$ cat config.mk
export PLATFORM = sky130hd
export DESIGN_NAME = dadda_product_accumulator_flat
export DESIGN_NICKNAME = d
export VERILOG_FILES = /design/src/rtl/dadda_product_accumulator_if.sv /design/src/rtl/dadda_product_accumulator.sv /design/src/flat_wrapper.sv
export SDC_FILE = /design/constraint.sdc
export NUM_CORES = 1
export LEC_CHECK = 0
export ABC_AREA = 0
export BUFFER_PORTS_ARGS = -buffer_cell sky130_fd_sc_hd__clkbuf_2
export CORE_UTILIZATION = 53
export CTS_BUF_LIST = sky130_fd_sc_hd__clkbuf_8
export DETAILED_ROUTE_END_ITERATION = 12
export HOLD_SLACK_MARGIN = 0.08
export PLACE_DENSITY = 0.88
export SYNTH_ARGS = -nofsm -noshare
export SYNTH_HDL_FRONTEND = slang
export SYNTH_SLANG_ARGS = --single-unit
$ cat constraint.sdc
create_clock -name clock -period 10.1 [get_ports clock]
set_input_delay 2.02 -clock clock [delete_from_list [all_inputs] [get_ports clock]]
set_output_delay 2.02 -clock clock [all_outputs]
set_load 0.01 [all_outputs]
$ cat src/rtl/dadda_product_accumulator_if.sv
// Product-in / group-result-out handshake bundle for dadda_product_accumulator.
interface dadda_product_accumulator_if #(
  parameter int PROD_W    = 8,
  parameter int ACC_W     = 16,
  parameter int MAX_TERMS = 16
);
  localparam int CW = $clog2(MAX_TERMS + 1);

  logic              in_valid;
  logic              in_ready;
  logic [PROD_W-1:0] product;
  logic              in_last;
  logic              clear;
  logic              out_valid;
  logic              out_ready;
  logic [ACC_W-1:0]  acc_out;
  logic [CW-1:0]     term_count;
  logic              overflow;

  modport slave (
    input  in_valid, product, in_last, clear, out_ready,
    output in_ready, out_valid, acc_out, term_count, overflow
  );

  modport master (
    output in_valid, product, in_last, clear, out_ready,
    input  in_ready, out_valid, acc_out, term_count, overflow
  );
endinterface

$ cat src/rtl/dadda_product_accumulator.sv
// Sums a stream of multiplier products into groups; each closed group is held
// behind a valid/ready handshake until the consumer takes it.
module dadda_product_accumulator #(
  parameter int PROD_W    = 8,
  parameter int ACC_W     = 16,
  parameter int MAX_TERMS = 16
) (
  input  logic clock,
  input  logic reset,
  dadda_product_accumulator_if.slave bus
);
  localparam int CW = $clog2(MAX_TERMS + 1);
  localparam int SW = ACC_W + 1;

  typedef enum logic {ACCUM, HOLD} state_t;

  state_t           state;
  logic [ACC_W-1:0] acc_q;
  logic [CW-1:0]    count_q;
  logic             ovf_q;

  logic [ACC_W-1:0] base_acc;
  logic [CW-1:0]    base_cnt;
  logic             base_ovf;
  logic [SW-1:0]    sum;
  logic [CW-1:0]    cnt_next;
  logic             close;

  // A clear coinciding with a beat restarts the group from that beat.
  always_comb begin
    base_acc = bus.clear ? '0 : acc_q;
    base_cnt = bus.clear ? '0 : count_q;
    base_ovf = bus.clear ? 1'b0 : ovf_q;
    sum      = {1'b0, base_acc} + SW'(bus.product);
    cnt_next = base_cnt + 1'b1;
    close    = bus.in_last || (cnt_next == CW'(MAX_TERMS));
  end

  always_ff @(posedge clock) begin
    if (reset) begin
      state   <= ACCUM;
      acc_q   <= '0;
      count_q <= '0;
      ovf_q   <= 1'b0;
    end else begin
      unique case (state)
        ACCUM: begin
          if (bus.in_valid) begin
            acc_q   <= sum[ACC_W-1:0];
            count_q <= cnt_next;
            ovf_q   <= base_ovf | sum[ACC_W];
            if (close) state <= HOLD;
          end else if (bus.clear) begin
            acc_q   <= '0;
            count_q <= '0;
            ovf_q   <= 1'b0;
          end
        end
        HOLD: begin
          if (bus.out_ready) begin
            state   <= ACCUM;
            acc_q   <= '0;
            count_q <= '0;
            ovf_q   <= 1'b0;
          end
        end
      endcase
    end
  end

  assign bus.in_ready   = (state == ACCUM);
  assign bus.out_valid  = (state == HOLD);
  assign bus.acc_out    = acc_q;
  assign bus.term_count = count_q;
  assign bus.overflow   = ovf_q;
endmodule

$ cat src/flat_wrapper.sv
// flat-port wrapper written by rule: the top's interface ports become plain ports
module dadda_product_accumulator_flat 
#(
  parameter int PROD_W    = 8,
  parameter int ACC_W     = 16,
  parameter int MAX_TERMS = 16
)
  (clock, reset, bus_in_valid, bus_product, bus_in_last, bus_clear, bus_out_ready, bus_in_ready, bus_out_valid, bus_acc_out, bus_term_count, bus_overflow);
  dadda_product_accumulator_if #(.PROD_W(PROD_W), .ACC_W(ACC_W), .MAX_TERMS(MAX_TERMS)) bus_i ();
  input  logic clock;
  input  logic reset;
  input wire logic [$bits(bus_i.in_valid)-1:0] bus_in_valid;
  input wire logic [$bits(bus_i.product)-1:0] bus_product;
  input wire logic [$bits(bus_i.in_last)-1:0] bus_in_last;
  input wire logic [$bits(bus_i.clear)-1:0] bus_clear;
  input wire logic [$bits(bus_i.out_ready)-1:0] bus_out_ready;
  output wire logic [$bits(bus_i.in_ready)-1:0] bus_in_ready;
  output wire logic [$bits(bus_i.out_valid)-1:0] bus_out_valid;
  output wire logic [$bits(bus_i.acc_out)-1:0] bus_acc_out;
  output wire logic [$bits(bus_i.term_count)-1:0] bus_term_count;
  output wire logic [$bits(bus_i.overflow)-1:0] bus_overflow;
  assign bus_i.in_valid = bus_in_valid;
  assign bus_i.product = bus_product;
  assign bus_i.in_last = bus_in_last;
  assign bus_i.clear = bus_clear;
  assign bus_i.out_ready = bus_out_ready;
  assign bus_in_ready = bus_i.in_ready;
  assign bus_out_valid = bus_i.out_valid;
  assign bus_acc_out = bus_i.acc_out;
  assign bus_term_count = bus_i.term_count;
  assign bus_overflow = bus_i.overflow;
  dadda_product_accumulator #(.PROD_W(PROD_W), .ACC_W(ACC_W), .MAX_TERMS(MAX_TERMS)) u_core (.clock(clock), .reset(reset), .bus(bus_i));
endmodule
## After elaboration in Yosys (flattened, before gate mapping)

Cells that the tools add are included.

- Register bits after elaboration: 23
- Input bits: 14
- Output and inout port bits: 24
- Word-level logic and storage cells: 27

- Add/sub/neg operators: 2
- Equal/unequal tests: 2
- Muxes and demuxes: 16
- Bitwise gates (word level): 2
- Reductions and logical operators: 1

Operators with widths:

| operator | count |
|---|---|
| $mux W16 | 3 |
| $pmux W16 S2 | 1 |
| $add A16 B8 Y17 | 1 |
| $mux W5 | 3 |
| $pmux W5 S2 | 1 |
| $mux W1 | 6 |
| $add A5 B1 Y5 const B | 1 |
| $eq A5 B5 Y1 const B | 1 |
| $pmux W1 S2 | 2 |
| $ne A2 B2 Y1 const B | 1 |
| $logic_or A1 B1 Y1 | 1 |
| $not A1 Y1 | 1 |
| $or A1 B1 Y1 | 1 |

## Logic depth before layout (Yosys ltp)

Gate-level depths: netlist of run 1.

- Depth in word-level cells: 7
- Gate-level depth with buffers: 14
- Depth with buffers taken out: 10

## Least setup slack after synthesis of run 1

No wires, ideal clock.

- Path kind: input -> register
- Start: input bus_clear
- End: register u_core.acc_q[10] (netlist: u_core.bus.acc_out[10])
- Setup time: 0.074 ns
- Arrival: 4.786 ns
- Data required time: 10.026 ns
- Setup slack: 5.240 ns
- Stages: 14
- Buffers on the path: 4
- Cell sequence: clkbuf_1 -> clkbuf_1 -> clkbuf_1 -> nor2b_1 -> ha_1 -> fa_1 -> o221ai_1 -> o221ai_1 -> a31oi_1 -> nand2_1 -> a31o_1 -> clkbuf_1 -> a21o_1 -> a31oi_1

- Word-level cells in the longest chain between the ends: 4

RTL lines:

| element | line | text |
|---|---|---|
| start, declared | flat_wrapper.sv:15 | `input wire logic [$bits(bus_i.clear)-1:0] bus_clear;` |
| $mux W16 (*) | -- |  |
| $add A16 B8 Y17 | dadda_product_accumulator.sv:34 | `sum = {1'b0, base_acc} + SW'(bus.product);` |
| $mux W16 (*) | dadda_product_accumulator.sv:48 | `if (bus.in_valid) begin` |
| $pmux W16 S2 (*) | dadda_product_accumulator.sv:46 | `unique case (state)` |
| end signal, assigned | dadda_product_accumulator.sv:49 | `acc_q <= sum[ACC_W-1:0];` |
| end, declared | dadda_product_accumulator.sv:18 | `logic [ACC_W-1:0] acc_q;` |

Every way passes the cells marked *; elsewhere a longest branch is shown, timed or not.
A chain may end at the register's enable or synchronous reset.

## Worst setup path after layout of run 1

Ends and elaborated chain as after synthesis.

==> metrics.yaml, run 1 <==
detailed_routing:
  vias_per_cell: 5.98
  routedWlPerCell_um: 12.9
  vias: 1627
  first_iter_violations: 54
  ant_nets: 0
  first_pass_iters: 11
  routed_wl_mm: 3.51
  drc_errors: 5
clock_tree:
  post-cts-setup-buffers: 0
  cts_buffer_depth: 2
  cts_tree: "done"
  cts_root_buffer: "clkbuf_8"
  clkTransAtPathRegs_ns: 0.08
  numCtsBuffers: 3
  htreeDepth: 1
  hold_buffers: 0
  worstSkewPairLatency_ns: 0.26
  cts.sink_count: 23
  cts_resized: 0
logic_synthesis:
  post-synth-top-area-cell: "dfxtp_1"
  synth-seq-cells: 23
  synthTopCellsByCount: "nor2_1, dfxtp_1, nand2_1"
  async_flop_share_pct: 0
  ys.flop_type: "dfxtp_1"
  netlist_area_sq_mm: 0.00163
  yosysWarnings: 0
  yosysSeqAreaShare_pct: 28.2
  synth_edf_count: 0
  yosysTopAreaCellShare_pct: 28.2
  avgSynthCellArea_sq_um: 7.63
  synth_most_common_cell: "nor2_1"
  synth_top_cells_by_area: "dfxtp_1, nor2_1, ha_1"
  synth_cells: 214
  netlist-cell-type-count: 46
  synth.net_count: 235
setup_path:
  critPathRequiredTime_ns: 10.30
  path_class: "primary input to flip-flop"
  critPathMaxStageDelay_ns: 0.44
  worst-path-max-fanout: 34
  cpLargestDelayFamily: "compound AO/OA/AOI/OAI gates"
  worst_ep_arrival_time_ns: 4.62
  start_kind: "primary input"
  crit_slowest_cell: "clkbuf_2"
  crit_buf_inv: 1
  crit_path_end_kind: "flip-flop"
  worstPathCellList: "clkbuf_2 -> nor2b_1 -> ha_1 -> fa_1 -> o221ai_1 -> o221ai_1 -> a31oi_1 -> nand2_1 -> a31o_1 -> a21o_1 -> a31oi_1"
sta:
  period_share_pct: 43.7
  slew_headroom_pct: 44.9
  setup_tns_ns: 0
  timing.fmax_mhz: 226
  slew_viol_final: 0
  finalHoldViolCount: 0
  tightest_slew_ns: 0.826
  clock_skew_ns: 0.00360
  rsz0062_at_grt: "no"
  setup_ws_ns: 5.68
  setup_viol: 0
  fin_crit_ns: 4.42
power_and_ir_drop:
  powerDensity_mw_per_mm2: 103
  irDropWorstVdd_uv: 124
  power_leakage_nw: 0.782
floorplanning:
  ios: 38
  fp.dieH_um: 57.5
  core_sq_mm: 0.00283
  die-area_sq_mm: 0.00331
  row_count: 19
  die_w_um: 57.5
  start_util_pct: 57.7
placed_design:
  placed_area_sq_mm: 0.00180
  place_congestion: 0.877
  place_ws_ns: 5.42
  dp_hpwl_mm: 2.65
  io_buffers: 37
cells_and_area:
  fin_nets: 263
  diodes: 0
  nFillCells: 253
  finalInstanceArea_sq_mm: 0.00185
  syn_to_final_growth_pct: 13.2
  drive_gt1_share_pct: 19.9
grt:
  grt_max_degree: 35
  gr-total-overflow: 0
  grt_pass1_wl_mm: 5.78
  antenna_found_initial: 0
  grt_pass1_vias: 1352
  grt_usage_pct: 22.1
run:
  maxCapViolations: 0
worst_hold_path:
  worst_hold_path_type: "flip-flop to flip-flop"
status:
  violations: "design-rule violations"
  outcome: "finished, violations left"
==> cell usage in the layout, fill, tap and decap left out, drive strengths merged, types with 3 or more instances in the layout <==
cell / n
nand2b: 10
a21o: 4
inv: 6
clkbuf: 40
a31o: 3
o21ai: 14
ha: 6
and3: 3
maj3: 3
a21oi: 8
nand3: 9
xnor2: 4
nor2b: 11
xor2: 5
nor2: 25
nand2: 17
nor3: 3
a32oi: 6
dfxtp: 23
a22oi: 5
a31oi: 4
o211ai: 5
==> cells by family (layout without fill, tap and decap cells) <==
logic type	after synthesis	after routing	synth area share, %
AOI/OAI and AO/OA	62	62	26.8
xor gates and xnor gates	9	9	4.83
adders and majority gates	10	10	7.82
buffers and inverters	19	46	4.44
DFF	23	23	28.2
and+or+nand+nor	91	91	27.9
==> worst reg2reg max path, cell delays in order, from the launching register on <==
cell	delay, ns
dfxtp_1	0.32
nor2b_1	0.13
ha_1	0.22
fa_1	0.44
o221ai_1	0.18
o221ai_1	0.20
a31oi_1	0.22
nand2_1	0.10
a31o_1	0.34
a21o_1	0.21
a31oi_1	0.14
==> final cells by class <==
class	count	area [sq um]	share of cell area, %
Clock buffer	3	41.3	2.23
Clock inverter	1	3.75	0.203
Inverter	5	18.8	1.02
Multi-Input combinational cell	172	1100	59.5
Sequential cell	23	460	24.9
Tap cell	31	38.8	2.10
Timing Repair Buffer	37	185	10.0
==> through the flow <==
stage	hold slack (ns)	total power [mW]	utilization, %	cells
after floorplan	0.489	0.126	-	214
after global placement	0.473	0.136	63.7	268
after detailed placement	0.486	0.137	63.7	268
after CTS	0.494	0.192	65.3	272
after global routing	0.505	0.200	65.3	272
final	0.493	0.190	65.3	272
==> power breakdown <==
part | internal, mW | switching [mW] | total, mW
Clock | 0.0272 | 0.0286 | 0.0558
Sequential | 0.0936 | 0.00371 | 0.0973
Combinational | 0.0155 | 0.0219 | 0.0373
Total | 0.136 | 0.0542 | 0.190
==> registers in the layout (all words and copies together), names as in the netlist <==
signal,cells
u_core.bus.term_count,5
u_core.bus.out_valid,1
u_core.bus.acc_out,16
u_core.bus.overflow,1
==> path summary, 6_finish.rpt <==
kind,start,to,slack [ns],depth (start not counted)
hold / removal,u_core.bus.acc_out[13],u_core.bus.acc_out[13],0.49,1
hold reg to reg,u_core.bus.acc_out[13],u_core.bus.acc_out[13],0.49,1
setup reg to reg,u_core.bus.acc_out[0],u_core.bus.acc_out[10],7.54,10
setup / recovery,bus_clear,u_core.bus.acc_out[10],5.68,11
==> per-layer routing <==
metal | track usage (%) | share of wire (%)
met1 | 27.1 | 46
met2 | 39.0 | 47
met3 | 4.31 | 5.5
met4 | 6.62 | 1.4
met5 | 0 | 0
Power figures use the tool's default switching activity.
==> inputs of run 2 (changes only) <==
ABC_AREA = 1   (was 0)
PLACE_DENSITY = 0.87   (was 0.88)
clock period = 4.5 ns   (was 10.1 ns; I/O delays follow)
==> metrics.yaml, run 2 <==
status:
  outcome: "finished, final reports clean"
clock_tree:
  cts.sink_count: 23
  worstSkewPairLatency_ns: 0.28
  htreeDepth: 1
  post-cts-setup-buffers: 0
  hold_buffers: 0
  cts_buffer_depth: 2
  numCtsBuffers: 3
  cts_resized: 0
  clkTransAtPathRegs_ns: 0.09
  cts_tree: "done"
  cts_root_buffer: "clkbuf_8"
grt:
  gr-total-overflow: 0
  grt_pass1_vias: 1627
  antenna_found_initial: 0
  grt_max_degree: 24
  grt_pass1_wl_mm: 6.85
  grt_usage_pct: 25.6
power_and_ir_drop:
  pwr-share-clk_pct: 31.7
  combPwrFrac_pct: 18.8
  p_int_mw: 0.300
  irDropWorstVdd_uv: 203
  seq_power_share_pct: 49.5
  powerDensity_mw_per_mm2: 223
  power_leakage_nw: 0.945
  p_sw_share_pct: 31.3
  net-switching-power_mw: 0.136
sta:
  setup_ws_ns: 2.06
  setup_viol: 0
  finalHoldViolCount: 0
  slew_headroom_pct: 45.1
  tightest_slew_ns: 0.820
  rsz0062_at_grt: "no"
  slew_viol_final: 0
  timing.fmax_mhz: 411
  clock_skew_ns: 0.00351
  period_share_pct: 54.1
  setup_tns_ns: 0
  fin_crit_ns: 2.44
floorplanning:
  die_w_um: 58.9
  die-area_sq_mm: 0.00347
  ios: 38
  start_util_pct: 56.1
  fp.dieH_um: 58.9
  row_count: 20
  core_sq_mm: 0.00305
worst_hold_path:
  worst_hold_path_type: "flip-flop to flip-flop"
setup_path:
  critPathMaxStageDelay_ns: 0.43
  crit_slowest_cell: "fa_1"
  worstPathCellList: "clkbuf_2 -> nor2_1 -> ha_1 -> fa_1 -> nand3_1 -> o21bai_1 -> nand2_1 -> nand2_2 -> nand3_1 -> nand3_1 -> a21oi_1"
  worst-path-max-fanout: 15
  crit_path_end_kind: "flip-flop"
  worst_ep_arrival_time_ns: 2.64
  crit_buf_inv: 1
  start_kind: "primary input"
  path_class: "primary input to flip-flop"
  critPathRequiredTime_ns: 4.70
  cpLargestDelayFamily: "adder cells"
  cp_common_cell: "nand3_1"
logic_synthesis:
  synth_edf_count: 0
  yosysTopAreaCellShare_pct: 26.9
  synth_cells: 289
  post-synth-top-area-cell: "dfxtp_1"
  netlist_area_sq_mm: 0.00171
  ys.flop_type: "dfxtp_1"
  avgSynthCellArea_sq_um: 5.93
  yosysSeqAreaShare_pct: 26.9
  synth-seq-cells: 23
  netlist-cell-type-count: 30
  synth_top_cells_by_area: "dfxtp_1, nand2_1, nand3_1"
  synth_most_common_cell: "nand2_1"
  async_flop_share_pct: 0
  synthTopCellsByCount: "nand2_1, inv_1, nand3_1"
  synth.net_count: 310
  yosysWarnings: 0
cells_and_area:
  fin_nets: 343
  drive_gt1_share_pct: 16.5
  seq_area_sq_um: 460
  final_core_util_pct: 64.2
  diodes: 0
  largest_register_ffs: 16
  final_common_cell: "nand2_1"
  final_cell_mix: "nand2_1, inv_1, clkbuf_2, nand3_1, nor2_1"
  multi_input_area_sq_mm: 0.00105
  syn_to_final_growth_pct: 14.3
  stdcell_count: 365
  nFillCells: 324
detailed_routing:
  first_iter_violations: 70
  routedWlPerCell_um: 11.4
  drc_errors: 0
  first_pass_iters: 4
  ant_nets: 0
  routed_wl_mm: 4.16
  vias_per_cell: 5.15
  vias: 1880
placed_design:
  dp_cells: 361
  place_congestion: 0.946
  place_ws_ns: 1.81
  dp_hpwl_mm: 3.04
  io_buffers: 37
run:
  maxCapViolations: 0
run 2: changes by cell type after synthesis, moves of 5 or more:
cell,previous run,this run
o21ai_0,13,3
nand2_1,17,87
nand2_2,0,5
nor2_1,25,31
clkbuf_1,12,6
nand3_1,9,33
nor2b_1,11,0
nand2b_1,10,0
inv_1,5,41
a32oi_1,6,0
a21oi_1,8,23
run 2: final cells by class:
cell class	instances	share of cell area [%]
multi-input combinational	214	53.5
sequential	23	23.5
timing repair buffer	37	9.45
inverter	43	8.24
tap	44	2.81
clock buffer	3	2.11
clock inverter	1	0.383
run 2: routing by layer:
layer / global-route usage, % / part of all wire [%] / vias up
li1: - / - / 982
met1: 32.1 / 46 / 830
met2: 43.8 / 46 / 60
met3: 5.05 / 5.6 / 8
met4: 8.16 / 1.7 / 0
met5: 0 / 0 / -
run 2: power by group through the flow:
stage	Clock [mW]	Combinational (mW)	Sequential, mW
2_1_floorplan	0	0.0533	0.223
3_3_place_gp	0	0.0794	0.220
3_5_place_dp	0	0.0804	0.221
4_1_cts	0.138	0.0813	0.216
5_1_grt	0.148	0.0914	0.217
6_report	0.138	0.0820	0.216
run 2: worst paths after layout:
kind | startpoint | to | slack (ns) | cells after the start
hold / removal | u_core.bus.acc_out[14] | u_core.bus.acc_out[14] | 0.48 | 2
setup reg to reg | u_core.bus.out_valid | u_core.bus.acc_out[4] | 2.47 | 6
setup / recovery | bus_clear | u_core.bus.acc_out[8] | 2.06 | 11
hold reg to reg | u_core.bus.acc_out[14] | u_core.bus.acc_out[14] | 0.48 | 2
run 2: metrics by stage:
| stage | area [sq um] | power [mW] | hold slack, ns |
|---|---|---|---|
| global placement | 1910 | 0.300 | 0.467 |
| floorplan | 1710 | 0.276 | 0.496 |
| CTS | 1960 | 0.435 | 0.486 |
| finish | 1960 | 0.436 | 0.483 |
| global route | 1960 | 0.457 | 0.512 |
| detailed placement | 1910 | 0.301 | 0.473 |
run 2: cell families (layout without fill, tap and decap cells):
| family | Yosys count | in the layout | synth area share (%) |
|---|---|---|---|
| compound gates | 37 | 37 | 12.0 |
| flops | 23 | 23 | 26.9 |
| fa+ha+maj | 7 | 7 | 5.55 |
| buf+inv | 52 | 84 | 12.0 |
| xor+xnor | 4 | 4 | 2.04 |
| simple gates | 166 | 166 | 41.5 |
run 2: worst min-delay path, cell delays in order (launching register included):
cell,delay [ns]
dfxtp_1,0.33
nand2_1,0.06
a21oi_1,0.05
==> inputs of run 3 (changes only) <==
clock period = 2.4 ns   (was 4.5 ns; I/O delays follow)
==> metrics.yaml, run 3 (synthesis results as in run 2) <==
setup_path:
  crit_cells: 13
  start_kind: "primary input"
  worst-path-max-fanout: 9
  critPathMaxStageDelay_ns: 0.34
  rr_worst_depth: 13
  cpLargestDelayFamily: "compound AO/OA/AOI/OAI gates"
  critPathRequiredTime_ns: 2.61
  crit_path_end_kind: "flip-flop"
  cp_common_cell: "nand2_1"
  worstPathCellList: "clkbuf_2 -> nor2_1 -> ha_1 -> inv_1 -> o21ai_0 -> inv_1 -> o21ai_0 -> nand2_1 -> nand3_2 -> nand2_1 -> nand2_1 -> nand3_1 -> a21oi_1"
  crit_buf_inv: 3
  r2r_end: "u_core.bus.acc_out[11]"
  path_class: "primary input to flip-flop"
  reg2reg_from: "u_core.bus.acc_out[6]"
  worst_ep_arrival_time_ns: 2.17
  crit_slowest_cell: "ha_1"
  rrSetupSlack_ns: 0.53
detailed_routing:
  drc_errors: 0
  routed_wl_mm: 4.33
  first_pass_iters: 5
  first_iter_violations: 128
  route.layer.met1.wl_mm: 1.92
  vias_per_cell: 5.26
  highest-signal-layer: "met4"
  routedWlPerCell_um: 11.7
  dr_wl_met3_um: 264
  ant_nets: 0
  vias: 1941
  met2WireLength_mm: 2.10
sta:
  finalHoldViolCount: 0
  slew_viol_final: 0
  tightest_slew_ns: 0.481
  timing.fmax_mhz: 509
  rsz0062_at_grt: "no"
  clock_skew_ns: 0.00330
  setup_tns_ns: 0
  slew_headroom_pct: 67.8
  setup_viol: 0
  period_share_pct: 81.8
  fin_crit_ns: 1.96
clock_tree:
  cts_tree: "done"
  cts_root_buffer: "clkbuf_8"
  hold_buffers: 0
  post-cts-setup-buffers: 0
  cts_buffer_depth: 2
  numCtsBuffers: 3
  worstSkewPairLatency_ns: 0.28
  cts_resized: 0
  cts.sink_count: 23
  htreeDepth: 1
  clkTransAtPathRegs_ns: 0.09
floorplanning:
  ios: 38
  die_w_um: 58.9
  fp.dieH_um: 58.9
  core_sq_mm: 0.00305
  row_count: 20
  die-area_sq_mm: 0.00347
  start_util_pct: 56.1
cells_and_area:
  fin_nets: 347
  largest_register_ffs: 16
  final_cell_mix: "nand2_1, inv_1, clkbuf_2, nand3_1, nor2_1"
  final_common_cell: "nand2_1"
  drive_gt1_share_pct: 17.5
  syn_to_final_growth_pct: 16.1
  finalInstanceArea_sq_mm: 0.00199
  diodes: 0
placed_design:
  place_congestion: 0.919
  placed_area_sq_mm: 0.00194
  io_buffers: 37
  dp_hpwl_mm: 3.12
power_and_ir_drop:
  irDropWorstVdd_uv: 369
  powerDensity_mw_per_mm2: 416
  power_leakage_nw: 0.964
grt:
  grt_max_degree: 24
  grt_pass1_vias: 1676
  grt_usage_pct: 26.5
  grt_pass1_wl_mm: 7.13
  gr-total-overflow: 0
  antenna_found_initial: 0
worst_hold_path:
  hold_depth: 2
  hold_end: "u_core.bus.acc_out[8]"
  worstHoldStart: "u_core.bus.acc_out[8]"
  worst_hold_path_type: "flip-flop to flip-flop"
run:
  maxCapViolations: 0
status:
  outcome: "finished, final reports clean"
-- run 3: cell types whose count changed in the layout (fill, tap and decap cells not counted) --
cell | previous run | this run
buf_4 | 0 | 4
-- run 3: layer usage --
| metal | up-vias | global-route usage (%) |
|---|---|---|
| li1 | 993 | - |
| met1 | 868 | 32.8 |
| met2 | 71 | 46.4 |
| met3 | 9 | 4.62 |
| met4 | 0 | 8.16 |
| met5 | - | 0 |
-- run 3: worst register-to-register path: cells and delay by family (launching register included) --
| family | cells | cell delay, ns |
|---|---|---|
| AO/OA/AOI/OAI | 3 | 0.48 |
| adder cells (fa/ha/maj) | 1 | 0.34 |
| buffers and inverters | 3 | 0.24 |
| flip-flops | 1 | 0.34 |
| AND/OR/NAND/NOR | 6 | 0.43 |
-- run 3: worst max-delay path by stage --
stage | from | endpoint | slack [ns]
after floorplan | bus_clear | u_core.bus.overflow | 0.32
after global placement | bus_clear | u_core.bus.acc_out[12] | 0.26
after detailed placement | bus_clear | u_core.bus.acc_out[12] | 0.21
after CTS | bus_clear | u_core.bus.acc_out[6] | 0.47
after global routing | bus_clear | u_core.bus.acc_out[11] | 0.28
final | bus_clear | u_core.bus.acc_out[11] | 0.44
-- run 3: power by group --
part | internal, mW | leakage, nW | switching, mW | total (mW)
Clock | 0.118 | 0.0217 | 0.145 | 0.263
Sequential | 0.393 | 0.187 | 0.0113 | 0.405
Combinational | 0.0550 | 0.755 | 0.105 | 0.161
-- run 3: per-stage QoR --
step / power, mW / utilization [%] / setup WS [ns] / cells / hold WS, ns
after CTS: 0.831 / 65.2 / 0.473 / 369 / 0.487
after detailed placement: 0.570 / 63.6 / 0.206 / 365 / 0.473
after floorplan: 0.518 / - / 0.316 / 289 / 0.496
after global placement: 0.567 / 63.6 / 0.263 / 365 / 0.469
final: 0.828 / 65.2 / 0.436 / 369 / 0.486
after global routing: 0.866 / 65.2 / 0.276 / 369 / 0.506
-- run 3: area by class of cell --
type,count,area [sq um]
clock buffer,3,41.3
fill,308,1060
inverter,43,161
sequential,23,460
tap,44,55.1
timing repair buffer,41,215
clock inverter,1,7.51
multi-input combinational,214,1050
